$ cat config.mk
export PLATFORM = sky130hd
export DESIGN_NAME = quad_phase_decoder
export DESIGN_NICKNAME = d
export VERILOG_FILES = /design/src/rtl/quad_pkg.sv /design/src/rtl/phase_sync.sv /design/src/rtl/quad_phase_decoder.sv
export SDC_FILE = /design/constraint.sdc
export NUM_CORES = 1
export LEC_CHECK = 0
export ABC_AREA = 1
export ABC_CLOCK_PERIOD_IN_PS = 5300
export CORE_MARGIN = 1.5
export CORE_UTILIZATION = 53
export DETAILED_ROUTE_END_ITERATION = 8
export MAX_ROUTING_LAYER = met4
export PLACE_DENSITY = 0.94
export RECOVER_POWER = 25
export SYNTH_ARGS = -nofsm -noshare
export SYNTH_HDL_FRONTEND = slang
export SYNTH_HIERARCHICAL = 1
export SYNTH_SLANG_ARGS = --single-unit
$ cat constraint.sdc
create_clock -name clk_2 -period 5.3 [get_ports clk_2]
set_input_delay 1.06 -clock clk_2 [delete_from_list [all_inputs] [get_ports clk_2]]
set_output_delay 1.06 -clock clk_2 [all_outputs]
set_load 0.01 [all_outputs]
$ cat src/rtl/quad_pkg.sv
// Shared types and the phase-change classifier for the mod-4 phase decoder.
package quad_pkg;

    localparam int PHASE_W = 2;

    typedef enum logic [1:0] {
        MOVE_NONE,
        MOVE_UP,
        MOVE_DOWN,
        MOVE_ERR
    } move_t;

    // A two-bit subtract wraps modulo 4, so delta 2 is the only ambiguous jump.
    function automatic move_t classify(input logic [PHASE_W-1:0] prev,
                                       input logic [PHASE_W-1:0] cur);
        logic [PHASE_W-1:0] delta;
        move_t              move;
        delta = cur - prev;
        move  = MOVE_NONE;
        case (delta)
            2'd1:    move = MOVE_UP;
            2'd2:    move = MOVE_ERR;
            2'd3:    move = MOVE_DOWN;
            default: move = MOVE_NONE;
        endcase
        return move;
    endfunction

endpackage

$ cat src/rtl/phase_sync.sv
// Multi-stage synchronizer for the asynchronous 2-bit phase, with a flag that
// marks when the last stage holds a genuinely sampled value after reset.
module phase_sync
    import quad_pkg::*;
#(
    parameter int STAGES = 2
) (
    input  logic               clk_2,
    input  logic               reset,
    input  logic [PHASE_W-1:0] phase_in,
    output logic [PHASE_W-1:0] phase_s,
    output logic               valid
);

    logic [PHASE_W-1:0] stage [STAGES];
    logic [STAGES-1:0]  filled;

    // The fill flags travel alongside the data so the decoder never locks onto reset zeros.
    always_ff @(posedge clk_2) begin
        if (reset) begin
            for (int i = 0; i < STAGES; i++) begin
                stage[i] <= '0;
            end
            filled <= '0;
        end else begin
            stage[0] <= phase_in;
            for (int i = 1; i < STAGES; i++) begin
                stage[i] <= stage[i-1];
            end
            filled <= {filled[STAGES-2:0], 1'b1};
        end
    end

    assign phase_s = stage[STAGES-1];
    assign valid   = filled[STAGES-1];

endmodule

$ cat src/rtl/quad_phase_decoder.sv
// Receive side of the mod-4 phase interface: synchronizes the phase, classifies
// each change and keeps a wrapping position plus a saturating error count.
module quad_phase_decoder
    import quad_pkg::*;
#(
    parameter int SYNC_STAGES = 2,
    parameter int NBITS_POS   = 8,
    parameter int NBITS_ERR   = 4
) (
    input  logic                 clk_2,
    input  logic                 reset,
    input  logic                 enable,
    input  logic [PHASE_W-1:0]   phase_in,
    input  logic                 load,
    input  logic [NBITS_POS-1:0] load_value,
    output logic [NBITS_POS-1:0] position,
    output logic                 step_up,
    output logic                 step_down,
    output logic                 dir,
    output logic                 err,
    output logic [NBITS_ERR-1:0] err_count,
    output logic                 locked
);

    logic [PHASE_W-1:0] phase_s;
    logic               sync_valid;
    logic [PHASE_W-1:0] prev_phase;
    move_t              move;

    phase_sync #(
        .STAGES(SYNC_STAGES)
    ) u_sync (
        .clk_2   (clk_2),
        .reset   (reset),
        .phase_in(phase_in),
        .phase_s (phase_s),
        .valid   (sync_valid)
    );

    assign move = classify(prev_phase, phase_s);

    // prev_phase tracks every cycle so a disabled stretch never turns into a step on re-enable.
    always_ff @(posedge clk_2) begin
        if (reset) begin
            prev_phase <= '0;
            position   <= '0;
            err_count  <= '0;
            step_up    <= 1'b0;
            step_down  <= 1'b0;
            err        <= 1'b0;
            dir        <= 1'b0;
            locked     <= 1'b0;
        end else begin
            prev_phase <= phase_s;
            step_up    <= 1'b0;
            step_down  <= 1'b0;
            err        <= 1'b0;
            if (!locked) begin
                locked <= sync_valid;
            end else if (enable) begin
                case (move)
                    MOVE_UP: begin
                        position <= position + 1'b1;
                        step_up  <= 1'b1;
                        dir      <= 1'b1;
                    end
                    MOVE_DOWN: begin
                        position  <= position - 1'b1;
                        step_down <= 1'b1;
                        dir       <= 1'b0;
                    end
                    MOVE_ERR: begin
                        err <= 1'b1;
                        if (err_count != {NBITS_ERR{1'b1}}) begin
                            err_count <= err_count + 1'b1;
                        end
                    end
                    default: ;
                endcase
            end
            // Load overrides any step taken in the same cycle; the pulses still report the move.
            if (load) begin
                position <= load_value;
            end
        end
    end

endmodule

==> results of run 1 <==
[layer usage]
layer  wire length (µm)  share of wire  GRT usage
met2               1224           0.43     0.3679
met5                  0              0          -
met4                 46          0.016    0.07500
met1               1413           0.49     0.3162
met3                176          0.062    0.04167
[critical path, delay by kind of cell]
family | cells | cell delay, ns
buffers and inverters | 2 | 1.20
AOI/OAI and AO/OA | 2 | 0.27
and+or+nand+nor | 1 | 0.15
[per-stage QoR]
| step | instance area, µm² | power (mW) | instances | util | hold slack, ns |
|---|---|---|---|---|---|
| final | 1713 | 0.3557 | 251 | 0.6914 | 0.4080 |
| after global routing | 1713 | 0.3746 | 251 | 0.6914 | 0.4348 |
| after CTS | 1713 | 0.3577 | 251 | 0.6914 | 0.4107 |
| after floorplan | 1379 | 0.2500 | 191 | - | 0.3883 |
| after detailed placement | 1687 | 0.2777 | 247 | 0.6808 | 0.3932 |
| after global placement | 1687 | 0.2759 | 247 | 0.6808 | 0.3889 |
[cell type report]
| type | instances | share of cell area |
|---|---|---|
| clock buffer | 4 | 0.01534 |
| inverter | 30 | 0.06574 |
| multi-input combinational | 132 | 0.4295 |
| sequential | 25 | 0.2922 |
| tap | 30 | 0.02191 |
| timing repair buffer | 30 | 0.1753 |
[power by group through the flow]
stage / combinational [mW] / sequential, mW / clock, mW
5_1_grt: 0.0790 / 0.205 / 0.0906
6_report: 0.0700 / 0.204 / 0.0816
3_5_place_dp: 0.0698 / 0.208 / 0
3_3_place_gp: 0.0683 / 0.208 / 0
4_1_cts: 0.0701 / 0.204 / 0.0840
2_1_floorplan: 0.0417 / 0.208 / 0
[cell usage after synthesis, types with 2 or more instances]
cell type  number
o41ai_1         2
buf_4           2
nor2_1         26
nand2_1        41
inv_1          27
nand2_2         5
nand4_1         6
xnor2_1         2
a31oi_1         3
dfxtp_1        25
nand3_1         8
inv_2           3
nand3_4         2
o21ai_0        10
ha_1            3
a21oi_1        10
nand2_4         2
nor2_2          2
[worst max path at each step]
stage	to	slack, ns	cells past startpoint
floorplan	position[4]	3.22	17
global placement	dir	2.64	5
detailed placement	dir	2.57	5
CTS	position[2]	2.86	1
global route	dir	2.70	5
finish	dir	2.84	5
[state kept, by name, summed over array words and instances, names as in the netlist]
signal         cells
dir                1
err                1
err_count          4
locked             1
position           8
prev_phase         2
step_down          1
step_up            1
u_sync/filled      2
u_sync/stage       4
[cells by family (layout without fill, tap and decap cells)]
kind of cell,Yosys count,in the layout
and+or+nand+nor,95,95
DFF,25,25
buffers and inverters,34,64
adders and majority gates,3,3
xor gates and xnor gates,3,3
AOI/OAI and AO/OA,31,31
==> flow_metrics.py, run 1 <==
metrics = {
    "synth": {
        "synth_compound_area_frac": 0.1416,
        "synthXorXnorAreaFrac": 0.01906,
        "yosysSeqAreaShare": 0.3630,
        "synth_seq_cells": 25,
        "synth_fa_ha_area_frac": 0.02722,
        "synthTopCellsByArea": "dfxtp_1, nand2_1, inv_1, nor2_1, a21oi_1",
        "synth.distinct_cells": 30,
        "synth_top_area_cell": "dfxtp_1",
        "synth_top_area_frac": 0.3630,
        "synth_area_um2": 1379,
        "syn_nets": 208,
        "yosys.area_share.simple": 0.3457,
        "async_reset_ff_frac": 0,
        "synth_top_family_by_area": "simple AND/OR/NAND/NOR gates",
        "synth-main-ff-cell": "dfxtp_1",
        "synth_mux_area_frac": 0,
        "syn_area_per_cell_um2": 7.219,
        "synth_edf_count": 0,
        "syn-instance-count": 191,
        "yosysWarnings": 6,
    },
    "place": {
        "io_buffer_count": 30,
        "gp_congestion": 0.8384,
        "detailedPlace.worstSlack_ns": 2.569,
        "place_hpwl_um": 2261,
    },
    "setup_path": {
        "cp.arrival_ns": 2.69,
        "rr_endpoint": "position[4]",
        "reg2reg_from": "u_sync/stage[0][2]",
        "cp-end-kind": "flip-flop",
        "worst-path-max-fanout": 18,
        "path_cells": "dlygate4sd3_1 > inv_1 > nand2_1 > a21oi_1 > a31o_2",
        "reg2reg_depth": 16,
        "cp-start-kind": "input port",
        "path_class": "in2reg",
        "required_ns": 5.53,
        "slowest_delay_ns": 0.96,
        "cpMaxStageDelayCell": "dlygate4sd3_1",
        "reg2reg_slack_ns": 3.01,
        "cp-startpoint": "reset",
    },
    "floorplan": {
        "die_w_um": 54.01,
        "fp.coreArea_um2": 2477,
        "row_count": 18,
        "die-area_um2": 2917,
        "die_y_um": 54.01,
        "start_util": 0.5566,
        "io_pins": 31,
    },
    "timing": {
        "worst_pin_slew_ns": 0.6598,
        "fin_crit_ns": 2.461,
        "slew_headroom": 0.5587,
        "hold_viol": 0,
        "max_freq_ghz": 0.4063,
        "layout_setup_ws_ns": 2.839,
        "finalSetupViolCount": 0,
        "report.final.slew_viol_count": 0,
        "rsz0062_at_grt": "false",
        "min_period_over_period": 0.4644,
        "fin_skew_ns": 0.006509,
        "setup_tns_ns": 0,
    },
    "clocking": {
        "clock_latency_ns": 0.32,
        "cts.clk_slew.worst_paths_ns": 0.12,
        "tritoncts": "built",
        "ctsResizeCount": 0,
        "hold_buffers": 0,
        "cts_buffers": 3,
        "post-cts-setup-buffers": 0,
        "clock_sink_count": 25,
        "cts.htree.levels": 1,
        "clock_tree.root_cell": "clkbuf_4",
        "cts_buffer_depth": 2,
    },
    "detailed_routing": {
        "wl_um": 2860,
        "routedWlPerCell_um": 11.39,
        "drt_iter0_drc": 31,
        "ant_nets": 0,
        "drc_errors": 0,
        "vias": 1305,
        "firstDrtPassIters": 4,
        "viasPerCell": 5.199,
    },
    "layout": {
        "seqCellArea_um2": 500.5,
        "fillers": 204,
        "area_delta_synth_final_pct": 24.23,
        "num-nets-final": 239,
        "antenna_cells": 0,
        "multiInputGateArea_um2": 735.7,
        "drive_gt1_frac": 0.1086,
        "mostFrequentLayoutCell": "nand2_1",
        "final_cell_mix": "nand2_1, clkdlybuf4s50_1, inv_1, nor2_1, dfxtp_1",
    },
    "global_routing": {
        "grt_first_pass_wirelength_um": 4836,
        "grt_pass1_vias": 1147,
        "antenna_found_initial": 0,
        "grt_overflow": 0,
        "grt.total_usage": 0.2379,
        "grt_max_degree": 19,
    },
    "power": {
        "switching_share": 0.2748,
        "power_leakage_nw": 0.7589,
        "peakVddDrop_v": 0.0002194,
        "pwr-share-seq": 0.574,
        "comb_power_share": 0.197,
        "power_density_nw_per_um2": 207.6,
        "p_int_mw": 0.2579,
        "p_clk_frac": 0.229,
        "p_sw_mw": 0.09774,
    },
    "outcome": {
        "status": "finished, final reports clean",
    },
    "min_path": {
        "hold_path_class": "reg2reg",
        "min_to": "u_sync/filled[1]",
        "min_from": "u_sync/filled[0]",
        "whs_path_depth": 2,
    },
    "flow_run": {
        "max_cap_viol_count": 0,
    },
}
Note: power is estimated with default switching activity, not from simulation.
==> inputs of run 2 (changes only) <==
--- a/config.mk
+++ b/config.mk
@@ -6,12 +6,12 @@
 export NUM_CORES = 1
 export LEC_CHECK = 0
 export ABC_AREA = 1
-export ABC_CLOCK_PERIOD_IN_PS = 5300
+export ABC_CLOCK_PERIOD_IN_PS = 2200
 export CORE_MARGIN = 1.5
-export CORE_UTILIZATION = 53
+export CORE_UTILIZATION = 45
 export DETAILED_ROUTE_END_ITERATION = 8
 export MAX_ROUTING_LAYER = met4
-export PLACE_DENSITY = 0.94
+export PLACE_DENSITY = 0.85
 export RECOVER_POWER = 25
 export SYNTH_ARGS = -nofsm -noshare
 export SYNTH_HDL_FRONTEND = slang
==> constraint.sdc (replaced) <==
create_clock -name clk_2 -period 2.2 [get_ports clk_2]
set_input_delay 0.44 -clock clk_2 [delete_from_list [all_inputs] [get_ports clk_2]]
set_output_delay 0.44 -clock clk_2 [all_outputs]
set_load 0.01 [all_outputs]
==> run 2 against run 1 <==
Critical path depth increased by 11. Sequential cell count unchanged. Combinational power grew to 2.6 times the previous value. Count of clock-buffer cells in the layout shrank 1. Power rose to 2.5 times the previous value. Global-route usage shrank 3.4 points. Register-to-register slack worse by 2.9 ns. Routed wire length increased by 9.2%. Core utilization is 6.1 points lower. Critical path type is now reg2reg.
==> flow_metrics.py, run 2 (synthesis results as in run 1) <==
metrics = {
    "detailed_routing": {
        "ant_nets": 0,
        "routedWlPerCell_um": 12.02,
        "viasPerCell": 5.077,
        "vias": 1320,
        "drc_errors": 0,
        "wl_um": 3124,
        "drt_iter0_drc": 61,
        "firstDrtPassIters": 4,
    },
    "clocking": {
        "clock_tree.root_cell": "clkbuf_4",
        "clock_latency_ns": 0.33,
        "hold_buffers": 0,
        "clock_sink_count": 25,
        "cts_buffer_depth": 2,
        "tritoncts": "built",
        "cts_buffers": 3,
        "cts.clk_slew.worst_paths_ns": 0.15,
        "cts.htree.levels": 1,
    },
    "layout": {
        "mostFrequentLayoutCell": "nand2_1",
        "final_util": 0.6303,
        "final_cell_mix": "nand2_1, clkdlybuf4s50_1, inv_1, nor2_1, dfxtp_1",
        "largest_registers": "position (8), err_count (4), u_sync/stage (4)",
        "drive_gt1_frac": 0.1485,
        "largest_register_ffs": 8,
        "num-nets-final": 247,
        "finish.instance_area_um2": 1783,
        "area_delta_synth_final_pct": 29.31,
        "regMostFlops": "position",
        "fin_cells": 260,
        "antenna_cells": 0,
    },
    "setup_path": {
        "reg2reg_depth": 16,
        "cp-end-kind": "flip-flop",
        "required_ns": 2.44,
        "reg2reg_slack_ns": 0.14,
        "rr_endpoint": "position[4]",
        "cp-startpoint": "u_sync/stage[0][2]",
        "cp.arrival_ns": 2.29,
        "path_class": "reg2reg",
        "reg2reg_from": "u_sync/stage[0][2]",
        "cp-start-kind": "flip-flop",
        "worst-path-max-fanout": 7,
    },
    "power": {
        "power_density_nw_per_um2": 504.1,
        "peakVddDrop_v": 0.0003109,
        "power.total_mw": 0.8987,
        "power_leakage_nw": 0.8005,
    },
    "flow_run": {
        "max_cap_viol_count": 0,
    },
    "place": {
        "dp.cells": 252,
        "gp_congestion": 0.9061,
        "post_dp_cell_area_um2": 1718,
        "detailedPlace.worstSlack_ns": 0.09607,
        "place_hpwl_um": 2314,
        "io_buffer_count": 30,
    },
    "floorplan": {
        "die-area_um2": 3405,
        "fp.coreArea_um2": 2829,
        "io_pins": 31,
        "row_count": 19,
        "die_w_um": 58.36,
        "start_util": 0.4874,
        "die_y_um": 58.36,
    },
    "global_routing": {
        "grt_overflow": 0,
        "grt_pass1_vias": 1197,
        "grt_max_degree": 18,
        "grt_first_pass_wirelength_um": 5126,
        "antenna_found_initial": 0,
        "grt.total_usage": 0.2042,
    },
    "timing": {
        "fin_skew_ns": 0.002028,
        "whs_ns": 0.4145,
        "hold_viol": 0,
        "fin_crit_ns": 2.059,
        "min_period_over_period": 0.9358,
        "layout_setup_ws_ns": 0.1412,
        "rsz0062_at_grt": "false",
        "report.final.slew_viol_count": 0,
        "slew_headroom": 0.7393,
        "max_freq_ghz": 0.4857,
        "finalSetupViolCount": 0,
        "worst_pin_slew_ns": 0.3860,
        "setup_tns_ns": 0,
    },
    "min_path": {
        "hold_path_class": "reg2reg",
        "min_to": "u_sync/filled[1]",
        "whs_path_depth": 2,
        "min_from": "u_sync/filled[0]",
    },
    "outcome": {
        "status": "finished, final reports clean",
    },
}
run 2: cell count changes in the layout (fill, tap and decap cells not counted), sizes merged:
| cell | before | now |
|---|---|---|
| buf | 0 | 8 |
| clkbuf | 4 | 3 |
| inv | 30 | 31 |
run 2: how the worst max path moves through the flow:
stage                       end  slack (ns)  depth (start not counted)
finish              position[4]        0.14                         16
global route        position[4]       0.009                         16
CTS                 position[4]        0.07                         16
detailed placement  position[4]         0.1                         16
global placement    position[4]        0.19                         16
floorplan           position[4]        0.12                         17
run 2: what timing repair did:
action,in CTS,in global routing
gates resized for setup,0,1
buffers inserted,0,4
setup endpoints to repair,0,2
run 2: layout make-up:
type / instances / area [µm²]
Clock buffer: 3 / 22.52
Clock inverter: 1 / 8.758
Fill cell: 253 / 1046
Inverter: 30 / 112.6
Multi-Input combinational cell: 132 / 739.5
Sequential cell: 25 / 500.5
Tap cell: 31 / 38.79
Timing Repair Buffer: 38 / 360.3
run 2: power by group:
part	total (mW)	internal, mW	switching [mW]
clock network	0.225	0.0743	0.151
registers	0.492	0.472	0.0202
logic	0.182	0.0879	0.0940
total	0.899	0.634	0.265
run 2: metal layers:
layer,share of wire,GRT usage,vias to the layer above
met5,0,-,-
met2,0.47,0.3066,31
met1,0.47,0.2655,596
li1,-,-,688
met4,0.019,0.1063,0
met3,0.039,0.03077,5
run 2: critical path, cell delays in order (launching register included):
cell      delay [ns]
dfxtp_1         0.34
inv_1           0.05
ha_1            0.24
nand3b_4        0.22
nand3_4         0.14
nand2_1         0.07
nand2_1         0.06
inv_1           0.04
ha_1            0.18
a21oi_2         0.14
nor2_1          0.08
nand2_1         0.06
nand2_1         0.06
nand2_1         0.06
nand2_1         0.04
o21ai_1         0.11
a21oi_1         0.07
==> inputs of run 3 (changes only) <==
--- a/config.mk
+++ b/config.mk
@@ -6,7 +6,6 @@
 export NUM_CORES = 1
 export LEC_CHECK = 0
 export ABC_AREA = 1
-export ABC_CLOCK_PERIOD_IN_PS = 2200
 export CORE_MARGIN = 1.5
 export CORE_UTILIZATION = 45
 export DETAILED_ROUTE_END_ITERATION = 8
==> results of run 3 <==
No change in the layout: final DEF, timing and power equal those of run 2.
